<file path="config.mk">
export PLATFORM = sky130hd
export DESIGN_NAME = secded_req_arbiter_flat
export DESIGN_NICKNAME = d
export VERILOG_FILES = /design/src/rtl/secded_pkg.sv /design/src/rtl/secded_req_arbiter_if.sv /design/src/rtl/arb_prio_enc.sv /design/src/rtl/secded_req_arbiter.sv /design/src/flat_wrapper.sv
export SDC_FILE = /design/constraint.sdc
export NUM_CORES = 1
export LEC_CHECK = 0
export ABC_AREA = 1
export CAP_MARGIN = 20
export CORE_MARGIN = 2
export CORE_UTILIZATION = 48
export DETAILED_ROUTE_END_ITERATION = 6
export GPL_TIMING_DRIVEN = 0
export PLACE_DENSITY = 0.82
export SYNTH_ARGS = -nofsm -noshare
export SYNTH_HDL_FRONTEND = slang
export SYNTH_SLANG_ARGS = --single-unit
</file>
<file path="constraint.sdc">
create_clock -name clk -period 1.7 [get_ports clk]
set_input_delay 0.17 -clock clk [delete_from_list [all_inputs] [get_ports clk]]
set_output_delay 0.17 -clock clk [all_outputs]
set_load 0.05 [all_outputs]
</file>
<file path="src/rtl/secded_pkg.sv">
// ----------------------------------------------------------------------------
// secded_pkg
// Shared constants and types for the SECDED request arbiter.
//   NREQ            : number of requesters (fixed at 8)
//   IDW             : width of a requester index
//   TIMEOUT_CYC_DEF : default watchdog limit in WAIT cycles
//   state_t         : sequencer states
// ----------------------------------------------------------------------------
package secded_pkg;

    localparam int NREQ            = 8;
    localparam int IDW             = 3;
    localparam int TIMEOUT_CYC_DEF = 255;

    typedef enum logic [1:0] {
        IDLE  = 2'd0,
        ISSUE = 2'd1,
        WAIT  = 2'd2
    } state_t;

endpackage

</file>
<file path="src/rtl/secded_req_arbiter_if.sv">
// ----------------------------------------------------------------------------
// secded_req_arbiter_if
// Bundle of the requester and shared-unit handshake signals.
//   req      : request vector, bit i = requester i wants the unit
//   done     : single-cycle completion pulse from the shared unit
//   start    : single-cycle start pulse to the shared unit
//   grant    : one-hot grant (or zero)
//   grant_id : binary index of the granted requester (datapath mux select)
//   busy     : an operation is in flight
//   timeout  : single-cycle abort pulse from the watchdog
// Modports:
//   master : drives req/done, observes the arbiter outputs
//   slave  : the arbiter itself
// ----------------------------------------------------------------------------
interface secded_req_arbiter_if;

    logic [secded_pkg::NREQ-1:0] req;
    logic                        done;
    logic                        start;
    logic [secded_pkg::NREQ-1:0] grant;
    logic [secded_pkg::IDW-1:0]  grant_id;
    logic                        busy;
    logic                        timeout;

    modport master (
        output req,
        output done,
        input  start,
        input  grant,
        input  grant_id,
        input  busy,
        input  timeout
    );

    modport slave (
        input  req,
        input  done,
        output start,
        output grant,
        output grant_id,
        output busy,
        output timeout
    );

endinterface

</file>
<file path="src/rtl/arb_prio_enc.sv">
// ----------------------------------------------------------------------------
// arb_prio_enc
// Combinational 8-to-3 priority encoder, highest set index wins.
//   vec   : input vector
//   idx   : index of the highest set bit (0 when vec is all-zero)
//   valid : vec has at least one bit set
// ----------------------------------------------------------------------------
module arb_prio_enc
    import secded_pkg::*;
(
    input  logic [NREQ-1:0] vec,
    output logic [IDW-1:0]  idx,
    output logic            valid
);

    always_comb begin
        idx   = '0;
        valid = |vec;
        // Ascending scan: the last set bit seen is the highest one.
        for (int i = 0; i < NREQ; i++) begin
            if (vec[i]) begin
                idx = IDW'(i);
            end
        end
    end

endmodule

</file>
<file path="src/rtl/secded_req_arbiter.sv">
// ----------------------------------------------------------------------------
// secded_req_arbiter
// Round-robin arbiter/sequencer sharing one SECDED encode/decode unit among
// 8 requesters. A pick is made in IDLE, a single start pulse is issued in
// ISSUE, and the grant is held through WAIT until the unit reports done.
//
// Ports:
//   clk : clock, rising edge
//   rst : asynchronous, active-high reset
//   bus : secded_req_arbiter_if.slave (req, done in; start, grant,
//         grant_id, busy, timeout out)
//
// Parameter:
//   TIMEOUT_CYC : WAIT cycles allowed before abort (1..255), watchdog only
//
// Build option:
//   SECDED_ARB_WATCHDOG_EN : when defined, an 8-bit WAIT counter aborts an
//   operation after TIMEOUT_CYC cycles without done and pulses timeout.
//   When undefined, timeout is constant 0 and WAIT blocks until done.
// ----------------------------------------------------------------------------
module secded_req_arbiter
    import secded_pkg::*;
#(
    parameter int TIMEOUT_CYC = TIMEOUT_CYC_DEF
)
(
    input  logic                 clk,
    input  logic                 rst,
    secded_req_arbiter_if.slave  bus
);

    state_t            state_reg;
    logic              start_reg;
    logic              busy_reg;
    logic [NREQ-1:0]   grant_reg;
    logic [IDW-1:0]    grant_id_reg;
    logic [IDW-1:0]    last_reg;

    // Rotating mask: only requesters strictly below the last winner.
    // last=0 yields an empty mask, so the unmasked pick takes over.
    logic [NREQ-1:0]   mask;
    logic [NREQ-1:0]   req_masked;

    for (genvar gi = 0; gi < NREQ; gi++) begin : g_mask
        assign mask[gi] = (IDW'(gi) < last_reg);
    end

    assign req_masked = bus.req & mask;

    logic [IDW-1:0]    masked_idx;
    logic              masked_valid;
    logic [IDW-1:0]    full_idx;
    logic              full_valid;
    logic [IDW-1:0]    pick;

    arb_prio_enc u_enc_masked (
        .vec   (req_masked),
        .idx   (masked_idx),
        .valid (masked_valid)
    );

    arb_prio_enc u_enc_full (
        .vec   (bus.req),
        .idx   (full_idx),
        .valid (full_valid)
    );

    assign pick = masked_valid ? masked_idx : full_idx;

`ifdef SECDED_ARB_WATCHDOG_EN
    logic [7:0] wd_cnt_reg;
    logic       timeout_reg;
`endif

    always_ff @(posedge clk or posedge rst) begin
        if (rst) begin
            state_reg    <= IDLE;
            start_reg    <= 1'b0;
            busy_reg     <= 1'b0;
            grant_reg    <= '0;
            grant_id_reg <= '0;
            last_reg     <= '0;
`ifdef SECDED_ARB_WATCHDOG_EN
            wd_cnt_reg   <= '0;
            timeout_reg  <= 1'b0;
`endif
        end else begin
            // start and timeout are single-cycle pulses by default.
            start_reg <= 1'b0;
`ifdef SECDED_ARB_WATCHDOG_EN
            timeout_reg <= 1'b0;
`endif
            case (state_reg)
                IDLE: begin
                    // full_valid is equivalent to |req here.
                    if (full_valid) begin
                        grant_reg    <= NREQ'(1) << pick;
                        grant_id_reg <= pick;
                        last_reg     <= pick;
                        start_reg    <= 1'b1;
                        busy_reg     <= 1'b1;
                        state_reg    <= ISSUE;
`ifdef SECDED_ARB_WATCHDOG_EN
                        wd_cnt_reg   <= '0;
`endif
                    end
                end

                ISSUE: begin
                    if (bus.done) begin
                        // Zero-latency unit: completion seen with start.
                        grant_reg    <= '0;
                        grant_id_reg <= '0;
                        busy_reg     <= 1'b0;
                        state_reg    <= IDLE;
                    end else begin
                        state_reg    <= WAIT;
                    end
                end

                WAIT: begin
                    if (bus.done) begin
                        grant_reg    <= '0;
                        grant_id_reg <= '0;
                        busy_reg     <= 1'b0;
                        state_reg    <= IDLE;
`ifdef SECDED_ARB_WATCHDOG_EN
                    end else if (wd_cnt_reg == 8'(TIMEOUT_CYC - 1)) begin
                        // Expiry: abort; last_reg is kept so the hung
                        // requester is rotated past on the next pick.
                        grant_reg    <= '0;
                        grant_id_reg <= '0;
                        busy_reg     <= 1'b0;
                        timeout_reg  <= 1'b1;
                        state_reg    <= IDLE;
                    end else begin
                        wd_cnt_reg   <= wd_cnt_reg + 8'd1;
`endif
                    end
                end

                default: begin
                    state_reg    <= IDLE;
                    grant_reg    <= '0;
                    grant_id_reg <= '0;
                    busy_reg     <= 1'b0;
                end
            endcase
        end
    end

    assign bus.start    = start_reg;
    assign bus.busy     = busy_reg;
    assign bus.grant    = grant_reg;
    assign bus.grant_id = grant_id_reg;

`ifdef SECDED_ARB_WATCHDOG_EN
    assign bus.timeout  = timeout_reg;
`else
    // No watchdog: for any legal TIMEOUT_CYC (1..255) this is constant 0.
    assign bus.timeout  = (TIMEOUT_CYC < 1);
`endif

endmodule
</file>
<file path="src/flat_wrapper.sv">
// flat-port wrapper written by rule: the top's interface ports become plain ports
module secded_req_arbiter_flat import secded_pkg::*;
#(
    parameter int TIMEOUT_CYC = TIMEOUT_CYC_DEF
)
  (clk, rst, bus_req, bus_done, bus_start, bus_grant, bus_grant_id, bus_busy, bus_timeout);
  secded_req_arbiter_if bus_i ();
  input  logic clk;
  input  logic rst;
  input wire logic [$bits(bus_i.req)-1:0] bus_req;
  input wire logic [$bits(bus_i.done)-1:0] bus_done;
  output wire logic [$bits(bus_i.start)-1:0] bus_start;
  output wire logic [$bits(bus_i.grant)-1:0] bus_grant;
  output wire logic [$bits(bus_i.grant_id)-1:0] bus_grant_id;
  output wire logic [$bits(bus_i.busy)-1:0] bus_busy;
  output wire logic [$bits(bus_i.timeout)-1:0] bus_timeout;
  assign bus_i.req = bus_req;
  assign bus_i.done = bus_done;
  assign bus_start = bus_i.start;
  assign bus_grant = bus_i.grant;
  assign bus_grant_id = bus_i.grant_id;
  assign bus_busy = bus_i.busy;
  assign bus_timeout = bus_i.timeout;
  secded_req_arbiter #(.TIMEOUT_CYC(TIMEOUT_CYC)) u_core (.clk(clk), .rst(rst), .bus(bus_i));
endmodule
</file>
==> results.tsv <==
stage	metric	value	unit
synth	syn_inst	154	
global_routing	grt_overflow	0	
run_status	outcome	finished clean	
finish	diodes	0	
global_routing	antenna_found_initial	0	
power	powerDensity	1911	mW/mm^2
worst_hold_path	min_path_type	input port to async pin	
die	die_w	51.16	um
global_routing	grt_pass1_vias	983	
synth	synth_area_leader_cell	dfrtp_1	
place	dpl-instance-area	0.001333	mm^2
global_routing	grt_pass1_wl	3939	um
synth	synth.cell_area	0.001067	mm^2
critical_path	path_buf_inv	1	
cts	root_buffer	clkbuf_4	
finish	synthToLayoutAreaGrowth	29.78	%
sta	hold_viol	0	
power	static-leakage-power	0.7365	nW
synth	synth_top_area_share	42.20	%
cts	cts-buffers-inserted	3	
critical_path	crit_arrival	1480	ps
critical_path	critical_path_class	flop to output pin	
critical_path	critPathCaptureType	output pin	
die	dieArea	0.002617	mm^2
route	ant_nets	0	
die	core_area	0.002148	mm^2
route	post_drt_wl_per_cell	11.33	um
power	vdd_drop_max	1.181	mV
sta	finalCritPeriodShare	97.05	%
route	drc	0	
finish	utilization	64.47	%
die	die_y	51.16	um
cts	cts_hold_buf	0	
critical_path	critPathMaxStageDelay	810	ps
finish	largest_register_ffs	8	
sta	setup_viol	0	
sta	worst_slew_pin_slew	671.7	ps
critical_path	cp-start-kind	flop	
cts	cts_max_level	1	
die	start_util	49.68	%
cts	clockBufferDepth	2	
synth	syn-num-nets	168	
critical_path	crit_slowest_cell	clkdlybuf4s50_1	
sta	min_period	1650	ps
route	vias	1011	
critical_path	r2r_slack	140	ps
critical_path	path_cells	clkdlybuf4s50_1	
synth	ys.flop_type	dfrtp_1	
critical_path	reg2reg_from	u_core.last_reg[2]$_DFFE_PP0P_	
cts	clkSlewWorstSetupHoldPaths	110	ps
power	finalPower	2.647	mW
sta	max_freq	606.1	MHz
critical_path	reg2regPathDepth	10	
route	drt-vias-per-instance	4.837	
synth	ys_seq_elements	18	
place	io_buffers	23	
synth	synth_edf_count	0	
synth	yosys-top-cells-area	dfrtp_1, nand2_1, inv_1	
synth	synth.distinct_cells	20	
critical_path	cp_top_family	buffers and inverters	
sta	relSlewSlack	55.17	%
route	drt_pre_antenna_iters	4	
synth	synth_area_per_cell	6.930	um^2
place	hpwl	1856	um
route	wl	2368	um
cts	tritoncts	yes	
cts	cts.sinks	18	
global_routing	grt_max_degree	19	
cts	postCtsSetupBuffers	0	
synth	synthArstFlopShare	100.0	%
finish	fill_cells	187	
sta	slew_violations	0	
critical_path	reg2reg_to	u_core.bus.grant[0]$_DFFE_PP0P_	
synth	yosysMostFrequentCell	nand2_1	
finish	final_area	0.001385	mm^2
finish	final_nets	196	
synth	synth-seq-area-share	42.20	%
flow_run	drv_cap	0	
synth	yosysWarnings	0	
global_routing	grt.total_usage	20.34	%
cts	clkLatencyLatePin	300	ps
die	rows	17	
synth	netlist_top_cells_count	nand2_1, inv_1, dfrtp_1, nor2_1, o21ai_0	
place	post-place-cells	205	
critical_path	crit_fanout	2	
finish	final-instance-count-excl-fill	209	
critical_path	cp_data_required_time	1530	ps
place	gp_congestion	0.9051	
route	drt-initial-drc-count	11	
sta	skew	4.907	ps
die	boundaryPins	25	
finish	drive_gt1_share	12.71	%
==> timing repair <==
item	CTS	global route
pin swaps	0	1
hold endpoints to repair	0	0
setup endpoints to repair	4	6
resized for setup	2	6
==> layer usage <==
layer,wire length [um],vias up,part of all wire [%],track usage (%)
met3,108,8,4.6,5.263
met4,53,0,2.2,6.306
met2,1265,27,53,38.74
met1,940,457,40,21.51
met5,0,-,0,0
li1,-,519,-,-
==> area by class of cell <==
type | instances | area, um^2 | area share [%]
well taps | 28 | 35.03 | 2.529
repair buffers | 23 | 232.7 | 16.80
flip-flops and latches | 18 | 451.7 | 32.61
multi-input cells | 108 | 519.2 | 37.49
plain buffers | 2 | 12.51 | 0.9033
inverters | 26 | 97.59 | 7.046
clock buffers | 4 | 36.28 | 2.620
==> through the flow <==
stage / worst slack (ps) / hold slack (ps) / TNS (ps)
global placement: -27.20 / 459.2 / -53.39
CTS: 52.69 / 283.2 / 0
floorplan: 268.9 / 108.6 / 0
finish: 50.07 / 256.6 / 0
global route: -1.913 / 319.8 / -1.913
detailed placement: -86.18 / 461.6 / -238.4
==> worst max-delay path by stage <==
stage	start	endpoint	slack (ps)	cells past startpoint
3_3_place_gp	bus_req[4]	u_core.bus.grant[3]$_DFFE_PP0P_	-30	9
3_5_place_dp	bus_req[4]	u_core.bus.grant[3]$_DFFE_PP0P_	-90	9
2_1_floorplan	u_core.state_reg[0]$_DFFE_PP0P_	u_core.bus.grant[1]$_DFFE_PP0P_	270	8
4_1_cts	u_core.bus.grant[3]$_DFFE_PP0P_	bus_grant[3]	50	1
5_1_grt	u_core.last_reg[2]$_DFFE_PP0P_	u_core.bus.grant[4]$_DFFE_PP0P_	-2	11
6_report	u_core.bus.grant[5]$_DFFE_PP0P_	bus_grant[5]	50	1
==> report_power, final <==
group	switching [mW]	total, mW	leakage, nW	internal, mW
clock	0.138	0.268	0.0210	0.131
sequential	0.112	0.716	0.235	0.604
combinational	1.14	1.66	0.481	0.518
total	1.39	2.65	0.737	1.25
==> placed cells by master (no fill, tap or decap), drive strengths merged <==
master / n
nor3: 1
nor2: 19
dfrtp: 18
conb: 1
clkdlybuf4s50: 22
dlymetal6s2s: 1
buf: 2
inv: 26
o21ai: 7
nand4: 1
ha: 3
o31ai: 1
nand2: 64
nand3: 7
a21oi: 1
clkbuf: 4
o21bai: 2
nand3b: 1
==> cell families (layout without fill, tap and decap cells) <==
| logic type | count (synthesis) | after routing | synth area share (%) |
|---|---|---|---|
| AND/OR/NAND/NOR | 93 | 93 | 37.75 |
| buffers and inverters | 28 | 55 | 10.32 |
| flip-flops | 18 | 18 | 42.20 |
| AO/OA/AOI/OAI | 11 | 11 | 5.861 |
| adder cells (fa/ha/maj) | 3 | 3 | 3.517 |
| other | 1 | 1 | 0.3514 |
(Power assumes the default switching activity.)
